**src/rtl/branch_ctrl_if.sv**
```systemverilog
// Branch-side bus between the fetch unit and branch_ctrl.
// The master drives instruction/flag/LUT traffic; the slave returns branch decode and run status.
interface branch_ctrl_if #(
  parameter int IW = 9,
  parameter int TW = 10,
  parameter int CW = 16
);
  logic          Start;
  logic [IW-1:0] Instruction;
  logic          FlagWrite;
  logic          Zero;
  logic          Carry;
  logic          Negative;
  logic          LutWe;
  logic [3:0]    LutAddr;
  logic [TW-1:0] LutData;
  logic          BranchEn;
  logic          ALU_flag;
  logic [TW-1:0] Target;
  logic          Done;
  logic [CW-1:0] TakenCount;

  modport master (
    output Start, Instruction, FlagWrite, Zero, Carry, Negative,
    output LutWe, LutAddr, LutData,
    input  BranchEn, ALU_flag, Target, Done, TakenCount
  );

  modport slave (
    input  Start, Instruction, FlagWrite, Zero, Carry, Negative,
    input  LutWe, LutAddr, LutData,
    output BranchEn, ALU_flag, Target, Done, TakenCount
  );
endinterface

```
**src/rtl/branch_ctrl.sv**
```systemverilog
// Branch decode, condition-flag store, offset LUT and program run-state tracking
// for the fetch unit. Decode outputs are combinational; flags, LUT, Done and counter are registered.
module branch_ctrl #(
  parameter int            IW         = 9,
  parameter int            TW         = 10,
  parameter logic [2:0]    BR_OPC     = 3'b110,
  parameter logic [IW-1:0] HALT_INSTR = 9'h1FF,
  parameter int            CW         = 16
) (
  input  logic           Clk,
  input  logic           Reset,
  branch_ctrl_if.slave   bus
);

  typedef enum logic [1:0] {IDLE, ARMED, RUN, HALTED} state_t;

  state_t               state_q, state_d;
  logic [2:0]           flags_q, flags_d;   // {N, C, Z}
  logic [CW-1:0]        taken_q, taken_d;
  logic                 done_q, done_d;
  logic signed [TW-1:0] lut_q [16];

  logic                 is_br;
  logic                 cond_ok;

  function automatic logic cond_eval(input logic [1:0] cond, input logic [2:0] flags);
    case (cond)
      2'b00:   return 1'b1;
      2'b01:   return flags[0];
      2'b10:   return flags[1];
      default: return flags[2];
    endcase
  endfunction

  function automatic logic [CW-1:0] sat_inc(input logic [CW-1:0] v);
    return (&v) ? v : v + 1'b1;
  endfunction

  // State register
  always_ff @(posedge Clk) begin
    if (Reset) state_q <= IDLE;
    else       state_q <= state_d;
  end

  // Next-state logic; a restart from RUN wins over HALT
  always_comb begin
    state_d = state_q;
    case (state_q)
      IDLE:    if (bus.Start) state_d = ARMED;
      ARMED:   if (!bus.Start) state_d = RUN;
      RUN: begin
        if (bus.Start)                            state_d = ARMED;
        else if (bus.Instruction == HALT_INSTR)   state_d = HALTED;
      end
      HALTED:  if (bus.Start) state_d = ARMED;
      default: state_d = IDLE;
    endcase
  end

  // Output decode, zero latency so the fetch unit sees it in the same cycle
  always_comb begin
    is_br         = (bus.Instruction[IW-1 -: 3] == BR_OPC) && (state_q == RUN);
    cond_ok       = cond_eval(bus.Instruction[5:4], flags_q);
    bus.BranchEn  = is_br;
    bus.ALU_flag  = is_br & cond_ok;
    bus.Target    = is_br ? lut_q[bus.Instruction[3:0]] : '0;
    bus.Done      = done_q;
    bus.TakenCount = taken_q;
  end

  // Run-scoped state is wiped whenever the FSM (re)enters ARMED
  always_comb begin
    flags_d = flags_q;
    taken_d = taken_q;
    done_d  = done_q;
    if (state_d == ARMED) begin
      flags_d = '0;
      taken_d = '0;
      done_d  = 1'b0;
    end else if (state_q == RUN) begin
      if (bus.FlagWrite)              flags_d = {bus.Negative, bus.Carry, bus.Zero};
      if (bus.BranchEn & bus.ALU_flag) taken_d = sat_inc(taken_q);
      if (state_d == HALTED)          done_d  = 1'b1;
    end
  end

  always_ff @(posedge Clk) begin
    if (Reset) begin
      flags_q <= '0;
      taken_q <= '0;
      done_q  <= 1'b0;
    end else begin
      flags_q <= flags_d;
      taken_q <= taken_d;
      done_q  <= done_d;
    end
  end

  // Offset LUT: writable in any state, reads are not bypassed
  always_ff @(posedge Clk) begin
    if (Reset) begin
      for (int i = 0; i < 16; i++) lut_q[i] <= '0;
    end else if (bus.LutWe) begin
      lut_q[bus.LutAddr] <= bus.LutData;
    end
  end

endmodule

```
**src/flat_wrapper.sv**
```systemverilog
// flat-port wrapper written by rule: the top's interface ports become plain ports
module branch_ctrl_flat 
#(
  parameter int            IW         = 9,
  parameter int            TW         = 10,
  parameter logic [2:0]    BR_OPC     = 3'b110,
  parameter logic [IW-1:0] HALT_INSTR = 9'h1FF,
  parameter int            CW         = 16
)
  (Clk, Reset, bus_Start, bus_Instruction, bus_FlagWrite, bus_Zero, bus_Carry, bus_Negative, bus_LutWe, bus_LutAddr, bus_LutData, bus_BranchEn, bus_ALU_flag, bus_Target, bus_Done, bus_TakenCount);
  branch_ctrl_if #(.IW(IW), .TW(TW), .CW(CW)) bus_i ();
  input  logic Clk;
  input  logic Reset;
  input wire logic [$bits(bus_i.Start)-1:0] bus_Start;
  input wire logic [$bits(bus_i.Instruction)-1:0] bus_Instruction;
  input wire logic [$bits(bus_i.FlagWrite)-1:0] bus_FlagWrite;
  input wire logic [$bits(bus_i.Zero)-1:0] bus_Zero;
  input wire logic [$bits(bus_i.Carry)-1:0] bus_Carry;
  input wire logic [$bits(bus_i.Negative)-1:0] bus_Negative;
  input wire logic [$bits(bus_i.LutWe)-1:0] bus_LutWe;
  input wire logic [$bits(bus_i.LutAddr)-1:0] bus_LutAddr;
  input wire logic [$bits(bus_i.LutData)-1:0] bus_LutData;
  output wire logic [$bits(bus_i.BranchEn)-1:0] bus_BranchEn;
  output wire logic [$bits(bus_i.ALU_flag)-1:0] bus_ALU_flag;
  output wire logic [$bits(bus_i.Target)-1:0] bus_Target;
  output wire logic [$bits(bus_i.Done)-1:0] bus_Done;
  output wire logic [$bits(bus_i.TakenCount)-1:0] bus_TakenCount;
  assign bus_i.Start = bus_Start;
  assign bus_i.Instruction = bus_Instruction;
  assign bus_i.FlagWrite = bus_FlagWrite;
  assign bus_i.Zero = bus_Zero;
  assign bus_i.Carry = bus_Carry;
  assign bus_i.Negative = bus_Negative;
  assign bus_i.LutWe = bus_LutWe;
  assign bus_i.LutAddr = bus_LutAddr;
  assign bus_i.LutData = bus_LutData;
  assign bus_BranchEn = bus_i.BranchEn;
  assign bus_ALU_flag = bus_i.ALU_flag;
  assign bus_Target = bus_i.Target;
  assign bus_Done = bus_i.Done;
  assign bus_TakenCount = bus_i.TakenCount;
  branch_ctrl #(.IW(IW), .TW(TW), .BR_OPC(BR_OPC), .HALT_INSTR(HALT_INSTR), .CW(CW)) u_core (.Clk(Clk), .Reset(Reset), .bus(bus_i));
endmodule
```
**config.mk**
```make
export PLATFORM = sky130hd
export DESIGN_NAME = branch_ctrl_flat
export DESIGN_NICKNAME = d
export VERILOG_FILES = /design/src/rtl/branch_ctrl_if.sv /design/src/rtl/branch_ctrl.sv /design/src/flat_wrapper.sv
export SDC_FILE = /design/constraint.sdc
export NUM_CORES = 1
export LEC_CHECK = 0
export CAP_MARGIN = 40
export CELL_PAD_IN_SITES_DETAIL_PLACEMENT = 1
export CELL_PAD_IN_SITES_GLOBAL_PLACEMENT = 1
export CORE_ASPECT_RATIO = 0.7
export CORE_MARGIN = 2
export CORE_UTILIZATION = 49
export CTS_BUF_LIST = sky130_fd_sc_hd__clkbuf_8 sky130_fd_sc_hd__clkbuf_16
export DETAILED_ROUTE_END_ITERATION = 7
export PLACE_DENSITY = 0.89
export SYNTH_ARGS = -nofsm -noshare
export SYNTH_HDL_FRONTEND = slang
export SYNTH_SLANG_ARGS = --single-unit
```
**constraint.sdc**
```tcl
create_clock -name Clk -period 2.15 [get_ports Clk]
set_input_delay 0.215 -clock Clk [delete_from_list [all_inputs] [get_ports Clk]]
set_output_delay 0.215 -clock Clk [all_outputs]
set_load 0.01 [all_outputs]
```
==> flow_metrics.env, run 1 <==
export IMPL_num_antenna_cells=0
export IMPL_synth_cells=620
export IMPL_dp_hpwl_um=16290
export IMPL_cts_tree="built"
export IMPL_setup_viol=1
export IMPL_clk_latency_ns=0.45
export IMPL_critPathKind="flip-flop to output port"
export IMPL_power_share_clock_pct=38.6
export IMPL_max_slew_worst_pin_slew_ns=0.7978
export IMPL_layout_setup_ws_ns=-0.007321
export IMPL_hold_viol=0
export IMPL_seq_area_um2=5245
export IMPL_synth_ff_type="edfxtp_1"
export IMPL_drc=0
export IMPL_antenna_found_initial=0
export IMPL_ant_nets=0
export IMPL_path_clk_slew_ns=0.07
export IMPL_fin_skew_ns=0.01467
export IMPL_start_util_pct=49.85
export IMPL_htreeDepth=4
export IMPL_drt_iter0_drc=468
export IMPL_clock_sinks=182
export IMPL_worstSetupStartpointType="flip-flop"
export IMPL_p_seq_share_pct=52.0
export IMPL_gp_congestion=0.8864
export IMPL_grt_overflow_total=0
export IMPL_die_w_um=161.7
export IMPL_yosysMostFrequentCell="and2_1"
export IMPL_clock_fmax_mhz=463.5
export IMPL_grt_pass1_vias=6012
export IMPL_cpPeakStageDelay_ns=0.46
export IMPL_clock_root_buffer="clkbuf_16"
export IMPL_cp_arrival_ns=1.94
export IMPL_vdd_drop_max_mv=0.4634
export IMPL_drv_cap=0
export IMPL_hold_path_class="input pin to flip-flop"
export IMPL_ys_top_cells_by_area="edfxtp_1 56%, and2_1 12%, mux4_2 11%"
export IMPL_vias=5575
export IMPL_post_dp_cell_area_um2=9654
export IMPL_rsz0062_at_grt="yes"
export IMPL_cp_slowest_cell="mux4_2"
export IMPL_path_cells="mux4_2 -> nor2b_4 -> a211oi_4 -> a211oi_2 -> buf_2"
export IMPL_crit_fanout=1
export IMPL_synth_fp_nets=654
export IMPL_yosys_warnings=0
export IMPL_grt_pass1_wl_um=36400
export IMPL_multi_input_area_um2=3211
export IMPL_cp_required_ns=1.93
export IMPL_fp_dieH_um=114.4
export IMPL_min_period_ns=2.157
export IMPL_powerDensity_nw_per_um2=763.4
export IMPL_p_int_mw=5.943
export IMPL_ys_seq_area_share_pct=61.48
export IMPL_synth_edff_count=160
export IMPL_syn_area_um2=8532
export IMPL_critPathTopFamily="multiplexers"
export IMPL_synth_top_area_share_pct=56.31
export IMPL_clk_path_buf_depth=2
export IMPL_p_sw_mw=1.912
export IMPL_swShare_pct=24.34
export IMPL_final_fill_count=1654
export IMPL_pin_count=60
export IMPL_io_buffers=59
export IMPL_syn_avg_cell_area_um2=13.76
export IMPL_syn_to_final_growth_pct=20.59
export IMPL_cp_buffers_inverters=1
export IMPL_wl_per_cell_um=25.68
export IMPL_combPwrFrac_pct=9.3
export IMPL_viasPerCell=5.893
export IMPL_violations="setup timing"
export IMPL_layout_drive_gt1_share_pct=24.06
export IMPL_drtPass1Iterations=5
export IMPL_synthArstFlopShare_pct=0
export IMPL_status="finished, violations left"
export IMPL_relSlewSlack_pct=46.65
export IMPL_wl_um=24290
export IMPL_design_area_um2=10290
export IMPL_p_leak_nw=3.638
export IMPL_die_area_um2=18500
export IMPL_rows=40
export IMPL_worst_setup_path_end_kind="output port"
export IMPL_core_area_um2=17120
export IMPL_grt_max_degree=23
export IMPL_synthTopCellsByCount="161 x and2_1, 160 x edfxtp_1, 40 x mux4_2, 35 x clkbuf_1, 32 x nor2_1"
export IMPL_ys_types=38
export IMPL_grt_usage_pct=27.11
export IMPL_nets=736
export IMPL_synth_top_area_cell="edfxtp_1"
export IMPL_finalCritPeriodShare_pct=100.3
export IMPL_slew_viol_final=0
export IMPL_synth_seq_cells=182
export IMPL_hold_buffers=0
export IMPL_final_util_pct=60.11
export IMPL_cts_buffers_inserted=17
## metrics by stage
| stage | setup slack, ns | hold WS (ns) | instances | power [mW] | TNS [ns] |
|---|---|---|---|---|---|
| after global placement | -0.1030 | 0.4448 | 915 | 4.781 | -0.5795 |
| after floorplan | 0.1674 | 0.3625 | 620 | 4.493 | 0 |
| after global routing | -0.04853 | 0.3918 | 946 | 8.056 | -0.2143 |
| final | -0.007321 | 0.3610 | 946 | 7.855 | -0.007321 |
| after detailed placement | -0.2019 | 0.4582 | 915 | 4.840 | -2.889 |
| after CTS | -0.08370 | 0.3553 | 946 | 7.826 | -0.08370 |
## placed cells by master (no fill, tap or decap), types with 11 or more instances in the layout
master and instances:
clkdlybuf4s50_1 44, a211oi_2 12, nand3_1 11, or2_2 16, clkbuf_16 17, dfxtp_1 22
nor3_1 11, nand2_1 14, nor2b_1 11, nor2_1 32, edfxtp_1 160, buf_4 44
buf_2 13, and2_1 161, mux4_2 40
## metal layers
layer / GRT usage (%) / up-vias / wire [µm]
li1: - / 2417 / -
met1: 36.04 / 2887 / 10250
met2: 45.75 / 240 / 12080
met3: 5.904 / 31 / 1552
met4: 7.434 / 0 / 405
met5: 0 / - / 0
## sequential cells by signal, summed over array words and instances, names as in the netlist
register               flops
u_core.lut_q             160
u_core.bus.TakenCount     16
u_core.flags_q             3
u_core.state_q             2
u_core.bus.Done            1
## power groups by stage
stage,sequential (mW),clock [mW],combinational [mW]
floorplan,4.12,0,0.374
global placement,4.14,0,0.643
detailed placement,4.16,0,0.682
CTS,4.08,3.04,0.699
global route,4.10,3.18,0.771
finish,4.09,3.03,0.733
## cells by family after synthesis
| logic type | Yosys count | share of synthesized area [%] |
|---|---|---|
| simple gates | 281 | 19.30 |
| flops | 182 | 61.48 |
| buf+inv | 52 | 2.464 |
| mux | 52 | 11.97 |
| compound gates | 38 | 3.124 |
| xor+xnor | 12 | 1.232 |
| fa+ha+maj | 3 | 0.4400 |
## worst register-to-register path, stage by stage (launching register included)
cell and delay (ns):
dfxtp_1 0.32, inv_1 0.10, ha_4 0.17, nand4b_4 0.13, a211o_4 0.32, or3_4 0.42, or3_1 0.33, a21oi_1 0.17
## what timing repair did
action	in CTS	in global routing
buffers inserted	0	0
gates cloned	0	0
setup endpoints to repair	13	11
pin swaps	8	7
gates resized for setup	50	19
## final timing paths
check	startpoint	cells after the start	slack [ns]	endpoint
hold / removal	bus_Carry	3	0.36	u_core.flags_q[1]$_SDFFE_PP0P_
setup reg to reg	u_core.state_q[0]$_SDFF_PP0_	7	0.11	u_core.bus.TakenCount[15]$_SDFFE_PP0P_
setup / recovery	u_core.lut_q[4][8]$_SDFFCE_PN0P_	5	-0.007	bus_Target[8]
hold reg to reg	u_core.flags_q[1]$_SDFFE_PP0P_	2	0.47	u_core.flags_q[1]$_SDFFE_PP0P_
## area by class of cell
class | instances | area share (%)
flip-flops and latches | 182 | 50.98
inverters | 6 | 0.2189
clock buffers | 17 | 4.135
well taps | 231 | 2.809
clock inverters | 15 | 1.277
multi-input cells | 386 | 31.21
repair buffers | 109 | 9.376
No activity file was read; power rests on OpenSTA's default activity.
==> run 2: changes to the inputs <==
--- a/config.mk
+++ b/config.mk
@@ -12,8 +12,10 @@
 export CORE_MARGIN = 2
 export CORE_UTILIZATION = 49
 export CTS_BUF_LIST = sky130_fd_sc_hd__clkbuf_8 sky130_fd_sc_hd__clkbuf_16
+export CTS_CLUSTER_SIZE = 16
 export DETAILED_ROUTE_END_ITERATION = 7
 export PLACE_DENSITY = 0.89
+export SLEW_MARGIN = 30
 export SYNTH_ARGS = -nofsm -noshare
 export SYNTH_HDL_FRONTEND = slang
 export SYNTH_SLANG_ARGS = --single-unit
==> results of run 2 <==
The final DEF is identical to that of run 1; final timing and power are the same.
==> run 3: changes to the inputs <==
--- a/config.mk
+++ b/config.mk
@@ -8,7 +8,6 @@
 export CAP_MARGIN = 40
 export CELL_PAD_IN_SITES_DETAIL_PLACEMENT = 1
 export CELL_PAD_IN_SITES_GLOBAL_PLACEMENT = 1
-export CORE_ASPECT_RATIO = 0.7
 export CORE_MARGIN = 2
 export CORE_UTILIZATION = 49
 export CTS_BUF_LIST = sky130_fd_sc_hd__clkbuf_8 sky130_fd_sc_hd__clkbuf_16
==> run 3 against run 2 <==
Compared with the run above:
- the flow now finishes without violations
- critical path depth decreased by 1
- worst hold slack improved by 0.014 ns
- first-iteration DRC count shrank 9.6%
- die area about the same
- final area grew 0.69%
- cell count is 0.42% lower
- sequential share of layout area is 0.35 points lower
- clock-buffer cell count is 5 higher
- clock power grew 5%
- sequential power hardly changed
- power rose by 2.3%
- global-route usage fell by 0.20 points
- critical path type unchanged
- critical endpoint is now bus_Target[6]
==> flow_metrics.env, run 3 (same netlist as run 1, synthesis figures left out) <==
export IMPL_cp_required_ns=1.93
export IMPL_grt_usage_pct=26.91
export IMPL_vdd_drop_max_mv=0.5699
export IMPL_dp_cells=910
export IMPL_clock_sinks=182
export IMPL_die_w_um=136.0
export IMPL_min_period_ns=2.143
export IMPL_top_register="u_core.lut_q"
export IMPL_cpPeakStageDelay_ns=0.50
export IMPL_seq_area_um2=5245
export IMPL_relSlewSlack_pct=48.03
export IMPL_drt_iter0_drc=423
export IMPL_io_buffers=59
export IMPL_layout_setup_ws_ns=0.007349
export IMPL_rsz0062_at_grt="yes"
export IMPL_grt_pass1_wl_um=35770
export IMPL_post_cts_setup_buffers=0
export IMPL_gp_congestion=0.8238
export IMPL_start_util_pct=49.67
export IMPL_hold_viol=0
export IMPL_nets=738
export IMPL_final_common_cell="and2_1"
export IMPL_final_fill_count=1668
export IMPL_finalCritPeriodShare_pct=99.66
export IMPL_cts_buffers_inserted=17
export IMPL_dp_hpwl_um=16230
export IMPL_grt_pass1_vias=5926
export IMPL_reg2reg_from="u_core.state_q[0]$_SDFF_PP0_"
export IMPL_timing_hold_ws_ns=0.3750
export IMPL_startpoint="u_core.lut_q[11][6]$_SDFFCE_PN0P_"
export IMPL_max_slew_worst_pin_slew_ns=0.7771
export IMPL_hold_path_class="input pin to flip-flop"
export IMPL_stdcell_count=942
export IMPL_r2r_end="u_core.bus.TakenCount[13]$_SDFFE_PP0P_"
export IMPL_rr_worst_depth=7
export IMPL_hp_start="bus_Carry"
export IMPL_path_cells="mux4_2 -> mux2i_2 -> a211oi_2 -> buf_2"
export IMPL_critPathTopFamily="multiplexers"
export IMPL_cp_slowest_cell="mux4_2"
export IMPL_pin_count=60
export IMPL_critPathKind="flip-flop to output port"
export IMPL_fin_skew_ns=0.008738
export IMPL_worstSetupStartpointType="flip-flop"
export IMPL_rows=48
export IMPL_drc=0
export IMPL_wl_um=23690
export IMPL_grt_max_degree=22
export IMPL_r2r_slack_ns=0.14
export IMPL_crit_fanout=1
export IMPL_place_ws_ns=-0.2274
export IMPL_largest_reg_flops=160
export IMPL_slew_viol_final=0
export IMPL_grt_overflow_total=0
export IMPL_clk_path_buf_depth=2
export IMPL_status="finished clean"
export IMPL_p_leak_nw=3.705
export IMPL_viasPerCell=5.862
export IMPL_final_util_pct=60.31
export IMPL_hold_buffers=0
export IMPL_multi_input_area_um2=3206
export IMPL_num_antenna_cells=0
export IMPL_hold_end="u_core.flags_q[1]$_SDFFE_PP0P_"
export IMPL_clock_root_buffer="clkbuf_16"
export IMPL_final_cell_mix="161 x and2_1, 160 x edfxtp_1, 44 x clkdlybuf4s50_1, 44 x buf_4, 40 x mux4_2"
export IMPL_vias=5522
export IMPL_powerDensity_nw_per_um2=775.2
export IMPL_drtPass1Iterations=4
export IMPL_die_area_um2=18480
export IMPL_antenna_found_initial=0
export IMPL_clock_fmax_mhz=466.7
export IMPL_htreeDepth=4
export IMPL_fp_dieH_um=136.0
export IMPL_hold_path_depth=3
export IMPL_cp_arrival_ns=1.93
export IMPL_layout_drive_gt1_share_pct=23.99
export IMPL_cp_buffers_inverters=1
export IMPL_ant_nets=0
export IMPL_clk_latency_ns=0.43
export IMPL_setup_viol=0
export IMPL_drv_cap=0
export IMPL_syn_to_final_growth_pct=21.43
export IMPL_core_area_um2=17180
export IMPL_path_clk_slew_ns=0.06
export IMPL_worst_setup_path_end_kind="output port"
export IMPL_tns_ns=0
export IMPL_wl_per_cell_um=25.15
export IMPL_cts_tree="built"
## run 3: changes by cell type in the layout (fill, tap and decap cells not counted), moves of 2 or more
cell / change
a211oi_1: +2
clkbuf_16: +5
clkinv_4: -4
clkinvlp_4: -2
inv_4: +4
inv_6: -2
## run 3: worst max path at each step
stage	to	cells past startpoint
finish	bus_Target[6]	4
detailed placement	u_core.flags_q[2]$_SDFFE_PP0P_	9
global placement	u_core.flags_q[0]$_SDFFE_PP0P_	9
CTS	bus_Target[6]	5
global route	bus_Target[4]	5
floorplan	u_core.bus.TakenCount[13]$_SDFFE_PP0P_	8
## run 3: layer usage
metal | vias to the layer above | share of wire (%) | track usage, % | routed length [µm]
li1 | 2422 | - | - | -
met1 | 2863 | 40 | 32.57 | 9422
met2 | 203 | 52 | 47.73 | 12410
met3 | 34 | 5.6 | 6.600 | 1323
met4 | 0 | 2.2 | 8.044 | 533
met5 | - | 0 | 0 | 0
## run 3: repair_timing
| action | CTS | global route |
|---|---|---|
| endpoints found under the setup margin | 32 | 29 |
| gates resized for setup | 62 | 13 |
| cloned | 0 | 0 |
| pin swaps | 7 | 9 |
## run 3: stage by stage
step	area (µm²)	power (mW)
after floorplan	8532	4.493
after global placement	9667	4.801
after detailed placement	9667	4.869
after CTS	10310	8.041
after global routing	10360	8.252
final	10360	8.031
## run 3: report_power, final
part,internal [mW],leakage (nW),switching (mW),total (mW)
registers,4.02,1.70,0.0743,4.09
logic,0.343,1.68,0.409,0.751
clock network,1.82,0.317,1.36,3.19
## run 3: cell type report
type / count / share of cell area (%)
Multi-Input combinational cell: 386 / 30.94
Tap cell: 225 / 2.717
Sequential cell: 182 / 50.63
Inverter: 6 / 0.2174
Clock buffer: 22 / 5.314
Timing Repair Buffer: 111 / 9.614
Clock inverter: 10 / 0.5676
## run 3: worst reg2reg max path, stage by stage, from the launching register on
cell and delay (ns):
dfxtp_1 0.31, inv_1 0.11, ha_4 0.19, nand4b_4 0.13
a211o_4 0.32, or3_4 0.41, or3_1 0.31, a21oi_1 0.16
